**src/rtl/cu_pkg.sv**
```systemverilog
// Shared Control Unit definitions: sequencer state encoding, execution unit
// indices and the default unit count used by fsm_dispatch and its neighbours.
package cu_pkg;

  // Number of execution sub-FSMs hanging off the dispatcher by default.
  localparam int N_UNITS_DEFAULT = 6;

  // Bit positions of each execution unit in the one-hot request/start/done vectors.
  localparam int UNIT_ALU         = 0;
  localparam int UNIT_BRANCH_JUMP = 1;
  localparam int UNIT_LOAD_STORE  = 2;
  localparam int UNIT_FP          = 3;
  localparam int UNIT_MUL_DIV     = 4;
  localparam int UNIT_SYSTEM      = 5;

  // Top-level sequencer states, 3-bit encoding.
  typedef enum logic [2:0] {
    ST_IDLE     = 3'd0,
    ST_FETCH    = 3'd1,
    ST_LOAD_IR  = 3'd2,
    ST_DECODE   = 3'd3,
    ST_DISPATCH = 3'd4,
    ST_WAIT     = 3'd5,
    ST_HALT     = 3'd6
  } cu_state_e;

  // Build a one-hot unit mask from a unit index.
  function automatic logic [N_UNITS_DEFAULT-1:0] unit_mask(input int idx);
    logic [N_UNITS_DEFAULT-1:0] m;
    m = '0;
    m[idx] = 1'b1;
    return m;
  endfunction

endpackage

```
**src/rtl/fsm_dispatch_onehot_check.sv**
```systemverilog
// onehot_check: purely combinational test that exactly one bit of the
// request vector is set. Shared with the opdecoder bench.
module onehot_check #(
  parameter int WIDTH = cu_pkg::N_UNITS_DEFAULT
) (
  input  logic [WIDTH-1:0] unit_req,
  output logic             is_onehot
);

  // A vector is one-hot when it is non-zero and clearing its lowest set bit leaves zero.
  always_comb begin
    is_onehot = (unit_req != '0) && ((unit_req & (unit_req - WIDTH'(1))) == '0);
  end

endmodule

```
**src/rtl/fsm_dispatch.sv**
```systemverilog
// fsm_dispatch: top-level multicycle Control Unit sequencer. Fetches an
// instruction, loads the IR, lets the opdecoder settle for one cycle, then
// starts exactly one execution sub-FSM and waits for its done. Counts retired
// instructions and halts permanently on an illegal (non one-hot) decode.
//
// Optional build macro DISPATCH_WATCHDOG_EN adds a WAIT-state watchdog that
// traps to HALT after TIMEOUT cycles without the selected done. Without it the
// timeout flag is constant 0 and WAIT may last indefinitely.
module fsm_dispatch
  import cu_pkg::*;
#(
  parameter int N_UNITS = N_UNITS_DEFAULT,
  parameter int TIMEOUT = 32
) (
  input  logic               clk,
  input  logic               reset,
  input  logic               run,
  output logic               imem_req,
  input  logic               imem_ready,
  output logic               load_ir,
  input  logic [N_UNITS-1:0] unit_req,
  output logic [N_UNITS-1:0] start,
  input  logic [N_UNITS-1:0] done,
  output logic               busy,
  output logic               halted,
  output logic               illegal,
  output logic               timeout,
  output logic [63:0]        instret
);

  cu_state_e          state_q, state_d;
  logic [N_UNITS-1:0] sel_q, sel_d;
  logic [63:0]        instret_q, instret_d;
  logic               illegal_q, illegal_d;
  logic               timeout_q, timeout_d;
  logic               req_onehot;
  logic               sel_done;

  onehot_check #(
    .WIDTH (N_UNITS)
  ) u_onehot_check (
    .unit_req  (unit_req),
    .is_onehot (req_onehot)
  );

  // Only the done bit of the unit we actually started can end WAIT.
  always_comb begin
    sel_done = |(done & sel_q);
  end

`ifdef DISPATCH_WATCHDOG_EN
  localparam int WD_W = $clog2(TIMEOUT + 1);

  logic [WD_W-1:0] wd_cnt_q, wd_cnt_d;
  logic            wd_expire;

  // Watchdog counter: cleared as WAIT is entered, counts every WAIT cycle.
  always_comb begin
    wd_cnt_d  = wd_cnt_q;
    wd_expire = 1'b0;
    if (state_q == ST_DISPATCH) begin
      wd_cnt_d = '0;
    end else if (state_q == ST_WAIT) begin
      wd_cnt_d  = wd_cnt_q + WD_W'(1);
      wd_expire = (wd_cnt_d == WD_W'(TIMEOUT));
    end
  end

  // Watchdog counter register.
  always_ff @(posedge clk or posedge reset) begin
    if (reset) begin
      wd_cnt_q <= '0;
    end else begin
      wd_cnt_q <= wd_cnt_d;
    end
  end
`endif

  // Next-state, datapath-register updates and Moore outputs; defaults first.
  always_comb begin
    state_d   = state_q;
    sel_d     = sel_q;
    instret_d = instret_q;
    illegal_d = illegal_q;
    timeout_d = timeout_q;

    imem_req  = 1'b0;
    load_ir   = 1'b0;
    start     = '0;
    busy      = 1'b1;
    halted    = 1'b0;

    unique case (state_q)
      ST_IDLE: begin
        busy = 1'b0;
        if (run) begin
          state_d = ST_FETCH;
        end
      end

      ST_FETCH: begin
        imem_req = 1'b1;
        if (imem_ready) begin
          state_d = ST_LOAD_IR;
        end
      end

      ST_LOAD_IR: begin
        load_ir = 1'b1;
        state_d = ST_DECODE;
      end

      ST_DECODE: begin
        if (req_onehot) begin
          sel_d   = unit_req;
          state_d = ST_DISPATCH;
        end else begin
          illegal_d = 1'b1;
          state_d   = ST_HALT;
        end
      end

      ST_DISPATCH: begin
        start   = sel_q;
        state_d = ST_WAIT;
      end

      ST_WAIT: begin
        if (sel_done) begin
          instret_d = instret_q + 64'd1;
          state_d   = run ? ST_FETCH : ST_IDLE;
        end
`ifdef DISPATCH_WATCHDOG_EN
        else if (wd_expire) begin
          timeout_d = 1'b1;
          state_d   = ST_HALT;
        end
`endif
      end

      ST_HALT: begin
        busy   = 1'b0;
        halted = 1'b1;
      end

      default: begin
        state_d = ST_HALT;
        busy    = 1'b0;
      end
    endcase
  end

  // State and sequencer registers; reset drops every Moore output immediately.
  always_ff @(posedge clk or posedge reset) begin
    if (reset) begin
      state_q   <= ST_IDLE;
      sel_q     <= '0;
      instret_q <= '0;
      illegal_q <= 1'b0;
      timeout_q <= 1'b0;
    end else begin
      state_q   <= state_d;
      sel_q     <= sel_d;
      instret_q <= instret_d;
      illegal_q <= illegal_d;
      timeout_q <= timeout_d;
    end
  end

  // Sticky status flags and the retired-instruction counter.
  always_comb begin
    illegal = illegal_q;
    timeout = timeout_q;
    instret = instret_q;
  end

endmodule

```
**config.mk**
```make
export PLATFORM = sky130hd
export DESIGN_NAME = fsm_dispatch
export DESIGN_NICKNAME = d
export VERILOG_FILES = /design/src/rtl/cu_pkg.sv /design/src/rtl/fsm_dispatch_onehot_check.sv /design/src/rtl/fsm_dispatch.sv
export SDC_FILE = /design/constraint.sdc
export NUM_CORES = 1
export LEC_CHECK = 0
export ABC_AREA = 1
export CAP_MARGIN = 5
export CELL_PAD_IN_SITES_DETAIL_PLACEMENT = 2
export CELL_PAD_IN_SITES_GLOBAL_PLACEMENT = 2
export CORE_UTILIZATION = 31
export DETAILED_ROUTE_END_ITERATION = 10
export PLACE_DENSITY_LB_ADDON = 0.1
export SYNTH_ARGS = -nofsm -noshare
export SYNTH_HDL_FRONTEND = slang
export SYNTH_HIERARCHICAL = 1
export SYNTH_SLANG_ARGS = --single-unit
```
**constraint.sdc**
```tcl
create_clock -name clk -period 3.53 [get_ports clk]
set_input_delay 0.706 -clock clk [delete_from_list [all_inputs] [get_ports clk]]
set_output_delay 0.706 -clock clk [all_outputs]
set_load 0.05 [all_outputs]
```
-- Yosys cells after proc, flatten, opt, wreduce, memory -nomap -nowiden
Cells that the tools add are included.
- flip-flop bits (word level): 74
- input port bits: 16
- output and inout port bits: 76
- logic and storage cells: 40
- add/subtract/negate cells: 2
- equality and inequality tests: 9
- multiplexer cells: 11
- bitwise logic cells: 4
- reduce and logical (&&, ||, !) cells: 10
- operator list (kind ; count):
    64-bit by 1-bit adder with 64-bit output (second input constant) ; 1
    3-bit case mux with 7 select lines ; 1
    6-bit bitwise AND ; 2
    3-bit equality test (second input constant) ; 3
    3-bit two-way mux ; 3
    3-bit by 2-bit equality test with 1-bit output (second input constant) ; 2
    6-bit logical NOT ; 1
    6-bit two-way mux ; 1
    2-bit inequality test (second input constant) ; 3
    2-bit AND reduction ; 3
    6-bit nonzero test ; 1
    6-bit OR reduction ; 1
    6-bit by 1-bit subtractor with 6-bit output (second input constant) ; 1
    1-bit two-way mux ; 5
    5-bit OR reduction ; 1
    4-bit AND reduction ; 1
    3-bit by 1-bit equality test with 1-bit output (second input constant) ; 1
    3-bit logical NOT ; 1
    2-bit two-way mux ; 1
    1-bit inverter ; 2
    1-bit logical AND ; 1

-- Logic depth before layout (Yosys ltp)
Gate-level depths: netlist of run 1.
- word-level depth: 6
- gate-level depth with buffers: 11

-- Hierarchy
The synthesis of run 1 kept the hierarchy.
- modules (own cells, without submodules) (module ; instances ; cells each ; area each (um^2) ; seq. area each (um^2)):
    fsm_dispatch ; 1 ; 653 ; 4643.2 ; 1851.8
    onehot_check ; 1 ; 17 ; 66.3 ; 0.0

-- Worst setup path before layout of run 1
No wires, ideal clock.
- path type: register to output
- start: register (tool-made name)
- end: output load_ir
- data arrival time: 1.636 ns
- required time: 2.824 ns
- slack: 1.188 ns
- cell stages (with the launch flop): 3
- buffers on the path: 1
- cell sequence: dfrtp_1 buf_2 nor3_1
- RTL lines (what ; line ; text):
    end: declaration ; fsm_dispatch.sv:20 ; output logic load_ir,

-- Worst setup path after layout of run 1
- start: register state_q[0]
- end: output start[4]
- longest elaborated chain between the ends: 2
- ends and longest elaborated chain (what ; line ; text):
    start: declaration ; fsm_dispatch.sv:31 ; cu_state_e state_q, state_d;
    start signal: assignment ; fsm_dispatch.sv:162 ; state_q <= state_d;
    3-bit equality test ; fsm_dispatch.sv:93 ; unique case (state_q)
    6-bit two-way mux ; fsm_dispatch.sv:93 ;
    end: declaration ; fsm_dispatch.sv:22 ; output logic [N_UNITS-1:0] start,
No other way between the ends.

==> insert_results.sql, run 1 <==
INSERT INTO impl_metrics (metric_group, metric, value, unit) VALUES
('critical_path', 'required', '2.82', 'ns'),
('detailed_routing', 'detailedRoute.firstPassIterationCount', '6', ''),
('power_and_ir_drop', 'static-leakage-power', '2.78', 'nW'),
('sta', 'maxClockFrequency', '341', 'MHz'),
('global_route', 'number_of_global_route_vias_before_repair', '5283', ''),
('critical_path', 'worstPathCellList', 'inv_1 -> nand3_1 -> nor2_1 -> clkdlybuf4s50_1', ''),
('clocking', 'cts_num_sinks', '74', ''),
('critical_path', 'worstSetupPathType', 'reg -> out', ''),
('floorplan', 'die_h', '125', 'microns'),
('global_route', 'total_global_routing_track_utilization', '0.229', ''),
('critical_path', 'crit_arrival', '2.23', 'ns'),
('floorplan', 'boundaryPins', '92', ''),
('synth', 'synth_fa_ha_area_frac', '0.00266', ''),
('layout', 'flow.area_growth_from_synthesis', '29.9', '%'),
('synth', 'compound_gate_portion_of_the_synthesized_area', '0.0178', ''),
('synth', 'ys_seq_elements', '74', ''),
('floorplan', 'core', '14700', 'sq um'),
('clocking', 'clock_tree_from_tritoncts', 'yes', ''),
('flow_run', 'maxCapViolCount', '0', ''),
('synth', 'combinational_family_with_the_most_area_after_synthesis', 'simple AND/OR/NAND/NOR gates', ''),
('sta', 'final.min_clock_period', '2.93', 'ns'),
('clocking', 'htree_levels', '3', ''),
('synth', 'synth.distinct_cells', '31', ''),
('sta', 'final.setup_skew', '0.00709', 'ns'),
('floorplan', 'std_cell_rows', '44', ''),
('detailed_routing', 'drt_first_iter_violations', '170', ''),
('critical_path', 'timing.critical_path.to_type', 'output pin', ''),
('layout', 'multi_input_comb_area', '2500', 'sq um'),
('synth', 'yosysWarningCount', '6', ''),
('detailed_routing', 'detail_route.wl_per_cell', '17.8', 'microns'),
('synth', 'syn-instance-count', '670', ''),
('synth', 'post_synth_main_area_contributors', 'dfrtp_1 (39%), nand2_1 (19%), nor2_1 (8.4%)', ''),
('layout', 'number_of_diodes_added_for_antenna_fixing', '0', ''),
('placement', 'io_port_bufs', '90', ''),
('floorplan', 'fp.dieArea', '15700', 'sq um'),
('power_and_ir_drop', 'fin_total_pwr', '1.89', 'mW'),
('sta', 'final-setup-viol-count', '0', ''),
('detailed_routing', 'ant_nets_after_route', '0', ''),
('detailed_routing', 'vias_per_cell', '4.91', ''),
('clocking', 'cts.reportedPaths.clkPinSlew', '0.06', 'ns'),
('layout', 'design.final.nets', '783', ''),
('detailed_routing', 'routed_wirelength', '17.0', 'mm'),
('clocking', 'clock_path_buffers', '2', ''),
('clocking', 'post-cts-setup-buffers', '0', ''),
('outcome', 'run_status', 'complete, no violations', ''),
('sta', 'fin_tns_setup', '0', 'ns'),
('sta', 'timing.slew.headroom', '0.629', ''),
('critical_path', 'worst_setup_sp_type', 'register', ''),
('clocking', 'worst_skew_pair.late_latency', '0.35', 'ns'),
('synth', 'synthesis.area_per_instance', '7.03', 'sq um'),
('detailed_routing', 'post-route-drc-count', '0', ''),
('sta', 'hold_slack', '0.460', 'ns'),
('critical_path', 'biggest_fanout_along_the_worst_timing_path', '7', ''),
('clocking', 'post_cts_resized', '0', ''),
('detailed_routing', 'dr_total_vias', '4685', ''),
('floorplan', 'initial_util', '0.320', ''),
('power_and_ir_drop', 'worst_supply_voltage_drop_on_vdd', '211', 'uV'),
('synth', 'synthMuxAreaShare', '0', ''),
('sta', 'timing_max_transition_violations_final', '0', ''),
('global_route', 'total_grt_overflow', '0', ''),
('synth', 'net_count_after_synthesis', '687', ''),
('global_route', 'global_route_wire_length_before_repair', '27.9', 'mm'),
('layout', 'fill_cells', '1734', ''),
('clocking', 'ctsRootBufferMaster', 'clkbuf_16', ''),
('placement', 'detailedPlacementHpwl', '13.3', 'mm'),
('layout', 'post_route_cells_drive_above_1_share', '0.0791', ''),
('clocking', 'cts-hold-fix-buffers', '0', ''),
('sta', 'slew_at_the_pin_closest_to_its_max_slew_limit', '0.557', 'ns'),
('critical_path', 'crit_path_top_delay_cell', 'clkdlybuf4s50_1', ''),
('placement', 'post-place-cells', '939', ''),
('synth', 'synthDominantAreaCellType', 'dfrtp_1', '');
-- final cells by class --
cell class,count,share of cell area
Timing Repair Buffer,91,0.151
Clock inverter,2,0.00573
Multi-Input combinational cell,507,0.409
Tap cell,184,0.0376
Inverter,83,0.0517
Sequential cell,74,0.303
Clock buffer,14,0.0431
-- path summary, 6_finish.rpt --
check / end / start / cells past startpoint / slack [ns]
max in group asynchronous: instret[63]$_DFFE_PP0P_ / reset / 3 / 2.41
max: start[4] / state_q[0]$_DFFE_PP0P_ / 4 / 0.60
min in group asynchronous: instret[2]$_DFFE_PP0P_ / reset / 3 / 0.77
min reg2reg: illegal$_DFFE_PP0P_ / illegal$_DFFE_PP0P_ / 1 / 0.46
min: illegal$_DFFE_PP0P_ / illegal$_DFFE_PP0P_ / 1 / 0.46
max reg2reg: instret[53]$_DFFE_PP0P_ / instret[26]$_DFFE_PP0P_ / 9 / 1.62
-- through the flow --
stage,cell area (sq um),worst slack (ns)
global route,6120,0.480
global placement,5820,1.07
CTS,6120,0.542
finish,6120,0.597
floorplan,4710,0.942
detailed placement,5820,0.942
-- cell usage in the layout (no fill, tap or decap), types with 5 or more instances in the layout --
cell,count
nand2_1,234
nor2_1,106
clkdlybuf4s50_1,90
inv_1,81
dfrtp_1,74
nand3_1,33
xor2_1,23
nand3b_1,22
nor2_4,17
nor2_2,14
xnor2_1,10
nand4_1,10
clkbuf_16,9
a21oi_1,7
nand2_2,6
nor3_1,5
-- cells in the mapped netlist --
library cell	n
nor2_4	17
dfrtp_1	74
o21ai_1	1
nor3_2	1
conb_1	1
nand2_8	1
buf_4	1
nand2_1	234
nor2_1	106
nand3b_1	22
clkinv_4	1
nor3_1	5
nand2_4	1
xor2_1	23
and2_1	3
a21o_1	1
clkbuf_1	1
buf_2	3
nand3_1	33
nor2_2	14
buf_8	1
ha_1	1
inv_1	82
nand2_2	6
xnor2_1	10
a21oi_1	7
a21oi_2	1
o21ai_0	4
nand3_2	4
o21bai_1	1
nand4_1	10
-- report_power, final --
group	internal [mW]	switching (mW)	leakage, nW
Sequential	0.848	0	0.961
Combinational	0.0209	0.0326	1.68
Clock	0.587	0.396	0.147
-- registers in the layout, indices dropped and copies added (netlist names), named ones only --
name     count
instret     64
sel_q        6
state_q      2
illegal      1
-- per-layer routing --
metal,track usage,routed length (microns),up-vias
li1,-,-,2238
met1,0.291,7730,2347
met2,0.399,8510,83
met3,0.0312,480,17
met4,0.0768,257,0
met5,0,0,-
-- critical path: cells and delay by family, from the launching register on --
| family | cells | cell delay [ns] |
|---|---|---|
| flip-flops | 1 | 0.46 |
| AND/OR/NAND/NOR | 2 | 0.43 |
| buffers and inverters | 2 | 0.98 |
-- logic make-up (layout without fill, tap and decap cells) --
group	Yosys count	in the layout
AOI/OAI and AO/OA	15	15
DFF	74	74
adders and majority gates	1	1
other	1	1
buffers and inverters	89	190
and+or+nand+nor	457	457
xor gates and xnor gates	33	33
(Power assumes the default switching activity.)
==> run 2, diff against run 1 <==
- CORE_UTILIZATION: 31 -> 29
- clock period: 3.53 -> 3 ns (I/O delays scaled with it)
==> insert_results.sql, run 2 (synthesized netlist as in run 1, its figures left out) <==
INSERT INTO impl_metrics (metric_group, metric, value, unit) VALUES
('critical_path', 'critical_path.top_delay_family', 'buffers and inverters', ''),
('clocking', 'ctsRootBufferMaster', 'clkbuf_16', ''),
('power_and_ir_drop', 'combinationalPowerShare', '0.029', ''),
('detailed_routing', 'drt_first_iter_violations', '116', ''),
('power_and_ir_drop', 'switching_share', '0.232', ''),
('layout', 'multi_input_comb_area', '2500', 'sq um'),
('clocking', 'tritoncts.num_buffers', '9', ''),
('sta', 'fin_tns_setup', '0', 'ns'),
('power_and_ir_drop', 'power_frac_clock', '0.506', ''),
('power_and_ir_drop', 'static-leakage-power', '2.78', 'nW'),
('global_route', 'number_of_global_route_vias_before_repair', '5192', ''),
('detailed_routing', 'ant_nets_after_route', '0', ''),
('power_and_ir_drop', 'share_seq_of_total_power', '0.465', ''),
('layout', 'final_common_cell', 'nand2_1', ''),
('sta', 'timing.slew.headroom', '0.656', ''),
('detailed_routing', 'dr_total_vias', '4659', ''),
('critical_path', 'worst-path-buf-inv', '2', ''),
('detailed_routing', 'post-route-drc-count', '0', ''),
('layout', 'regArea', '1850', 'sq um'),
('global_route', 'total_grt_overflow', '0', ''),
('sta', 'layout_setup_ws', '0.165', 'ns'),
('critical_path', 'worstPathCellList', 'inv_1 -> nand3_1 -> nor2_1 -> clkdlybuf4s50_1', ''),
('outcome', 'run_status', 'complete, no violations', ''),
('detailed_routing', 'routed_wirelength', '17.0', 'mm'),
('critical_path', 'worstSetupPathType', 'reg -> out', ''),
('global_route', 'antenna_found_initial', '0', ''),
('sta', 'timing_max_transition_violations_final', '0', ''),
('power_and_ir_drop', 'worst_supply_voltage_drop_on_vdd', '260', 'uV'),
('critical_path', 'timing.critical_path.to_type', 'output pin', ''),
('power_and_ir_drop', 'power.net_switching', '0.498', 'mW'),
('sta', 'final-setup-viol-count', '0', ''),
('critical_path', 'worst_setup_sp_type', 'register', ''),
('power_and_ir_drop', 'power.internal', '1.65', 'mW'),
('clocking', 'post_cts_resized', '0', ''),
('global_route', 'total_global_routing_track_utilization', '0.218', ''),
('placement', 'detailedPlacementHpwl', '13.5', 'mm'),
('placement', 'io_port_bufs', '90', ''),
('floorplan', 'die_w', '129', 'microns'),
('critical_path', 'crit_path_top_delay_cell', 'clkdlybuf4s50_1', ''),
('power_and_ir_drop', 'fin_total_pwr', '2.15', 'mW'),
('sta', 'min_period_over_period', '0.945', ''),
('power_and_ir_drop', 'power_density', '348', 'nW/um^2'),
('global_route', 'pin_count_of_the_biggest_net_entering_global_routing', '75', ''),
('floorplan', 'initial_util', '0.296', ''),
('placement', 'routabilityCongestion', '0.833', ''),
('sta', 'final.setup_skew', '0.00737', 'ns'),
('flow_run', 'maxCapViolCount', '0', ''),
('floorplan', 'boundaryPins', '92', ''),
('clocking', 'worst_skew_pair.late_latency', '0.35', 'ns'),
('clocking', 'cts-hold-fix-buffers', '0', ''),
('layout', 'flow.area_growth_from_synthesis', '30.8', '%'),
('layout', 'number_of_flip_flops_under_the_largest_register_name', '64', ''),
('layout', 'layout.cells.most_common_list', 'nand2_1 (234), nor2_1 (106), clkdlybuf4s50_1 (90), inv_1 (81), dfrtp_1 (74)', ''),
('critical_path', 'crit_arrival', '2.23', 'ns'),
('sta', 'maxClockFrequency', '353', 'MHz'),
('floorplan', 'std_cell_rows', '46', ''),
('floorplan', 'core', '15900', 'sq um'),
('hold_path', 'timing.hold.worst.class', 'reg -> reg', ''),
('layout', 'number_of_diodes_added_for_antenna_fixing', '0', ''),
('layout', 'post_route_cells_drive_above_1_share', '0.0842', ''),
('sta', 'slew_at_the_pin_closest_to_its_max_slew_limit', '0.514', 'ns'),
('clocking', 'post-cts-setup-buffers', '0', ''),
('clocking', 'htree_levels', '3', ''),
('layout', 'design.final.nets', '784', ''),
('clocking', 'cts.reportedPaths.clkPinSlew', '0.06', 'ns'),
('critical_path', 'biggest_fanout_along_the_worst_timing_path', '7', ''),
('clocking', 'clock_tree_from_tritoncts', 'yes', ''),
('placement', 'pre_cts_slack', '0.530', 'ns'),
('critical_path', 'critical_path.max_stage_delay', '0.83', 'ns'),
('layout', 'fill_cells', '1919', ''),
('sta', 'final.min_clock_period', '2.83', 'ns'),
('clocking', 'clock_path_buffers', '2', ''),
('detailed_routing', 'vias_per_cell', '4.72', ''),
('global_route', 'global_route_wire_length_before_repair', '27.4', 'mm'),
('detailed_routing', 'detailedRoute.firstPassIterationCount', '4', ''),
('detailed_routing', 'detail_route.wl_per_cell', '17.2', 'microns'),
('critical_path', 'required', '2.40', 'ns'),
('floorplan', 'die_h', '129', 'microns'),
('sta', 'finalHoldViolCount', '0', ''),
('sta', 'rsz_0062_raised_after_global_routing', 'false', ''),
('clocking', 'cts_num_sinks', '74', ''),
('floorplan', 'fp.dieArea', '16800', 'sq um');
==> run 2: cell types whose count changed in the layout (fill, tap and decap cells not counted), sizes merged <==
cell,change
clkinvlp,+2
clkinv,+1
bufinv,-1
clkbuf,-2
buf,+1
==> run 2: worst reg2reg max path, stage by stage, from the launching register on <==
cell     delay [ns]
dfrtp_1        0.48
nand2_1        0.12
inv_1          0.09
nand2_1        0.06
nor2_1         0.28
nand3_1        0.28
nor2_2         0.25
nand2_1        0.09
nand2_1        0.07
nand2_1        0.05
==> run 2: power by group through the flow <==
stage	registers [mW]	clock network, mW	logic, mW
after floorplan	1.02	0	0.0301
after global placement	1.02	0	0.0644
after detailed placement	1.02	0	0.0661
after CTS	0.998	1.12	0.0663
after global routing	0.997	1.15	0.0708
final	0.998	1.08	0.0633
==> run 2: worst paths after layout <==
check | from | end | slack, ns | depth (start not counted)
worst min register to register | illegal$_DFFE_PP0P_ | illegal$_DFFE_PP0P_ | 0.49 | 1
min in group asynchronous | reset | instret[2]$_DFFE_PP0P_ | 0.67 | 3
worst max register to register | instret[27]$_DFFE_PP0P_ | instret[53]$_DFFE_PP0P_ | 1.12 | 9
worst max-delay path | state_q[0]$_DFFE_PP0P_ | start[2] | 0.17 | 4
max in group asynchronous | reset | instret[31]$_DFFE_PP0P_ | 1.96 | 3
worst min-delay path | illegal$_DFFE_PP0P_ | illegal$_DFFE_PP0P_ | 0.49 | 1
==> run 2: area by class of cell <==
| type | count | area share |
|---|---|---|
| inverter | 83 | 0.0514 |
| multi-input combinational | 507 | 0.406 |
| clock inverter | 4 | 0.00406 |
| sequential | 74 | 0.301 |
| timing repair buffer | 92 | 0.151 |
| clock buffer | 12 | 0.0433 |
| tap | 216 | 0.0439 |
==> run 2: through the flow <==
step                      cells  instance area [sq um]  hold slack, ns  utilization
after floorplan             670                   4710           0.488            -
after global placement      972                   5870           0.441        0.369
after detailed placement    972                   5870           0.491        0.369
after CTS                   988                   6160           0.504        0.388
after global routing        988                   6160           0.523        0.388
final                       988                   6160           0.490        0.388
==> run 2: metal layers <==
metal | vias up | wire (microns) | global-route usage
li1 | 2236 | - | -
met1 | 2346 | 7580 | 0.269
met2 | 63 | 8870 | 0.395
met3 | 14 | 337 | 0.0244
met4 | 0 | 252 | 0.0698
met5 | - | 0 | 0
==> run 3, diff against run 2 <==
- CORE_MARGIN: default -> 3
- clock period: 3 -> 2.95 ns (I/O delays scaled with it)
==> insert_results.sql, run 3 (synthesized netlist as in run 1, its figures left out) <==
INSERT INTO impl_metrics (metric_group, metric, value, unit) VALUES
('sta', 'final-setup-viol-count', '0', ''),
('clocking', 'tritoncts.num_buffers', '9', ''),
('layout', 'finalNonFillerCells', '981', ''),
('sta', 'finalHoldViolCount', '0', ''),
('clocking', 'clock_path_buffers', '2', ''),
('hold_path', 'min_delay_worst_endpoint', 'illegal$_DFFE_PP0P_', ''),
('sta', 'timing.slew.headroom', '0.585', ''),
('clocking', 'cts_num_sinks', '74', ''),
('global_route', 'total_global_routing_track_utilization', '0.204', ''),
('sta', 'maxClockFrequency', '355', 'MHz'),
('critical_path', 'crit_path_top_delay_cell', 'clkdlybuf4s50_1', ''),
('power_and_ir_drop', 'power.net_switching', '0.487', 'mW'),
('placement', 'routabilityCongestion', '0.845', ''),
('critical_path', 'worst-r2r-cell-count', '6', ''),
('clocking', 'clock_tree_from_tritoncts', 'yes', ''),
('placement', 'placed_cell_area', '5850', 'sq um'),
('critical_path', 'regToRegSetupSlack', '1.00', 'ns'),
('critical_path', 'rr_endpoint', 'instret[25]$_DFFE_PP0P_', ''),
('critical_path', 'worst_r2r_startpoint', 'state_q[1]$_DFFE_PP0P_', ''),
('critical_path', 'timing.critical_path.to_type', 'output pin', ''),
('detailed_routing', 'detail_route.wl_per_cell', '17.6', 'microns'),
('hold_path', 'hold_start', 'illegal$_DFFE_PP0P_', ''),
('power_and_ir_drop', 'combinationalPowerShare', '0.030', ''),
('floorplan', 'std_cell_rows', '45', ''),
('critical_path', 'worst_setup_sp_type', 'register', ''),
('hold_path', 'hold_path_depth', '1', ''),
('global_route', 'global_route_wire_length_before_repair', '28.8', 'mm'),
('floorplan', 'initial_util', '0.303', ''),
('critical_path', 'crit_arrival', '2.23', 'ns'),
('layout', 'layout.cells.most_common_list', 'nand2_1 (234), nor2_1 (106), clkdlybuf4s50_1 (88), inv_1 (81), dfrtp_1 (74)', ''),
('critical_path', 'worstSetupPathType', 'reg -> out', ''),
('layout', 'number_of_diodes_added_for_antenna_fixing', '0', ''),
('sta', 'fin_tns_setup', '0', 'ns'),
('power_and_ir_drop', 'share_seq_of_total_power', '0.475', ''),
('detailed_routing', 'vias_per_cell', '4.76', ''),
('floorplan', 'die_w', '133', 'microns'),
('floorplan', 'core', '15500', 'sq um'),
('layout', 'design.final.nets', '783', ''),
('sta', 'hold_slack', '0.462', 'ns'),
('power_and_ir_drop', 'worst_supply_voltage_drop_on_vdd', '250', 'uV'),
('sta', 'rsz_0062_raised_after_global_routing', 'false', ''),
('floorplan', 'boundaryPins', '92', ''),
('hold_path', 'timing.hold.worst.class', 'reg -> reg', ''),
('detailed_routing', 'ant_nets_after_route', '0', ''),
('layout', 'number_of_flip_flops_under_the_largest_register_name', '64', ''),
('power_and_ir_drop', 'static-leakage-power', '2.81', 'nW'),
('clocking', 'ctsRootBufferMaster', 'clkbuf_16', ''),
('power_and_ir_drop', 'power_density', '349', 'nW/um^2'),
('detailed_routing', 'dr_total_vias', '4672', ''),
('power_and_ir_drop', 'power_frac_clock', '0.495', ''),
('sta', 'final.min_clock_period', '2.82', 'ns'),
('global_route', 'total_grt_overflow', '0', ''),
('detailed_routing', 'post-route-drc-count', '0', ''),
('sta', 'timing_max_transition_violations_final', '0', ''),
('critical_path', 'critical_path.max_stage_delay', '0.83', 'ns'),
('layout', 'final_common_cell', 'nand2_1', ''),
('critical_path', 'biggest_fanout_along_the_worst_timing_path', '7', ''),
('layout', 'layout.cell_area.non_filler', '6130', 'sq um'),
('clocking', 'worst_skew_pair.late_latency', '0.34', 'ns'),
('placement', 'post-place-cells', '966', ''),
('floorplan', 'fp.dieArea', '17800', 'sq um'),
('sta', 'final.setup_skew', '0.00448', 'ns'),
('placement', 'detailedPlacementHpwl', '13.7', 'mm'),
('placement', 'io_port_bufs', '90', ''),
('global_route', 'number_of_global_route_vias_before_repair', '5399', ''),
('detailed_routing', 'detailedRoute.firstPassIterationCount', '4', ''),
('critical_path', 'required', '2.36', 'ns'),
('outcome', 'run_status', 'complete, no violations', ''),
('power_and_ir_drop', 'power.internal', '1.65', 'mW'),
('global_route', 'pin_count_of_the_biggest_net_entering_global_routing', '75', ''),
('clocking', 'cts.reportedPaths.clkPinSlew', '0.06', 'ns'),
('detailed_routing', 'routed_wirelength', '17.3', 'mm'),
('layout', 'post_route_cells_drive_above_1_share', '0.0792', ''),
('flow_run', 'maxCapViolCount', '0', ''),
('critical_path', 'worstPathCellList', 'inv_1 -> nand3_1 -> nor2_1 -> clkdlybuf4s50_1', ''),
('sta', 'slew_at_the_pin_closest_to_its_max_slew_limit', '0.623', 'ns'),
('sta', 'min_period_over_period', '0.956', ''),
('layout', 'flow.area_growth_from_synthesis', '30.2', '%'),
('floorplan', 'die_h', '133', 'microns'),
('clocking', 'post-cts-setup-buffers', '0', ''),
('clocking', 'htree_levels', '3', ''),
('power_and_ir_drop', 'switching_share', '0.228', ''),
('global_route', 'antenna_found_initial', '0', ''),
('detailed_routing', 'drt_first_iter_violations', '210', '');
-- run 3: per-layer routing --
layer / wire [microns] / global-route usage
met5: 0 / 0
met4: 276 / 0.0589
met3: 495 / 0.0268
met2: 8680 / 0.361
met1: 7840 / 0.261
-- run 3: stage by stage --
step	setup WS (ns)	util	total power [mW]
floorplan	0.478	-	1.06
global placement	0.563	0.377	1.10
detailed placement	0.382	0.377	1.10
CTS	0.0763	0.394	2.17
global route	0.000796	0.395	2.21
finish	0.129	0.395	2.14
-- run 3: final cells by class --
type                            instances  area [sq um]
Clock buffer                           13           260
Clock inverter                          2          12.5
Sequential cell                        74          1850
Multi-Input combinational cell        507          2500
Tap cell                              211           264
Fill cell                            1876          9410
Inverter                               83           317
Timing Repair Buffer                   91           926
-- run 3: timing repair --
action | 4_1_cts | 5_1_grt
hold buffers | 0 | 0
resized for setup | 0 | 2
endpoints found under the setup margin | 0 | 2
-- run 3: how the worst max path moves through the flow --
stage	start	endpoint
global placement	done[2]	instret[25]$_DFFE_PP0P_
floorplan	reset	async pin
CTS	state_q[0]$_DFFE_PP0P_	start[0]
detailed placement	done[3]	instret[25]$_DFFE_PP0P_
finish	state_q[0]$_DFFE_PP0P_	start[0]
global route	state_q[0]$_DFFE_PP0P_	start[0]
-- run 3: power groups by stage --
stage / registers, mW / logic, mW / clock network, mW
3_3_place_gp: 1.03 / 0.0651 / 0
6_report: 1.02 / 0.0640 / 1.06
3_5_place_dp: 1.03 / 0.0667 / 0
2_1_floorplan: 1.03 / 0.0306 / 0
4_1_cts: 1.01 / 0.0668 / 1.09
5_1_grt: 1.01 / 0.0729 / 1.13
-- run 3: critical path, delay by kind of cell (launching register included) --
family                 cells  cell delay, ns
flip-flops                 1            0.47
AND/OR/NAND/NOR            2            0.43
buffers and inverters      2            0.99
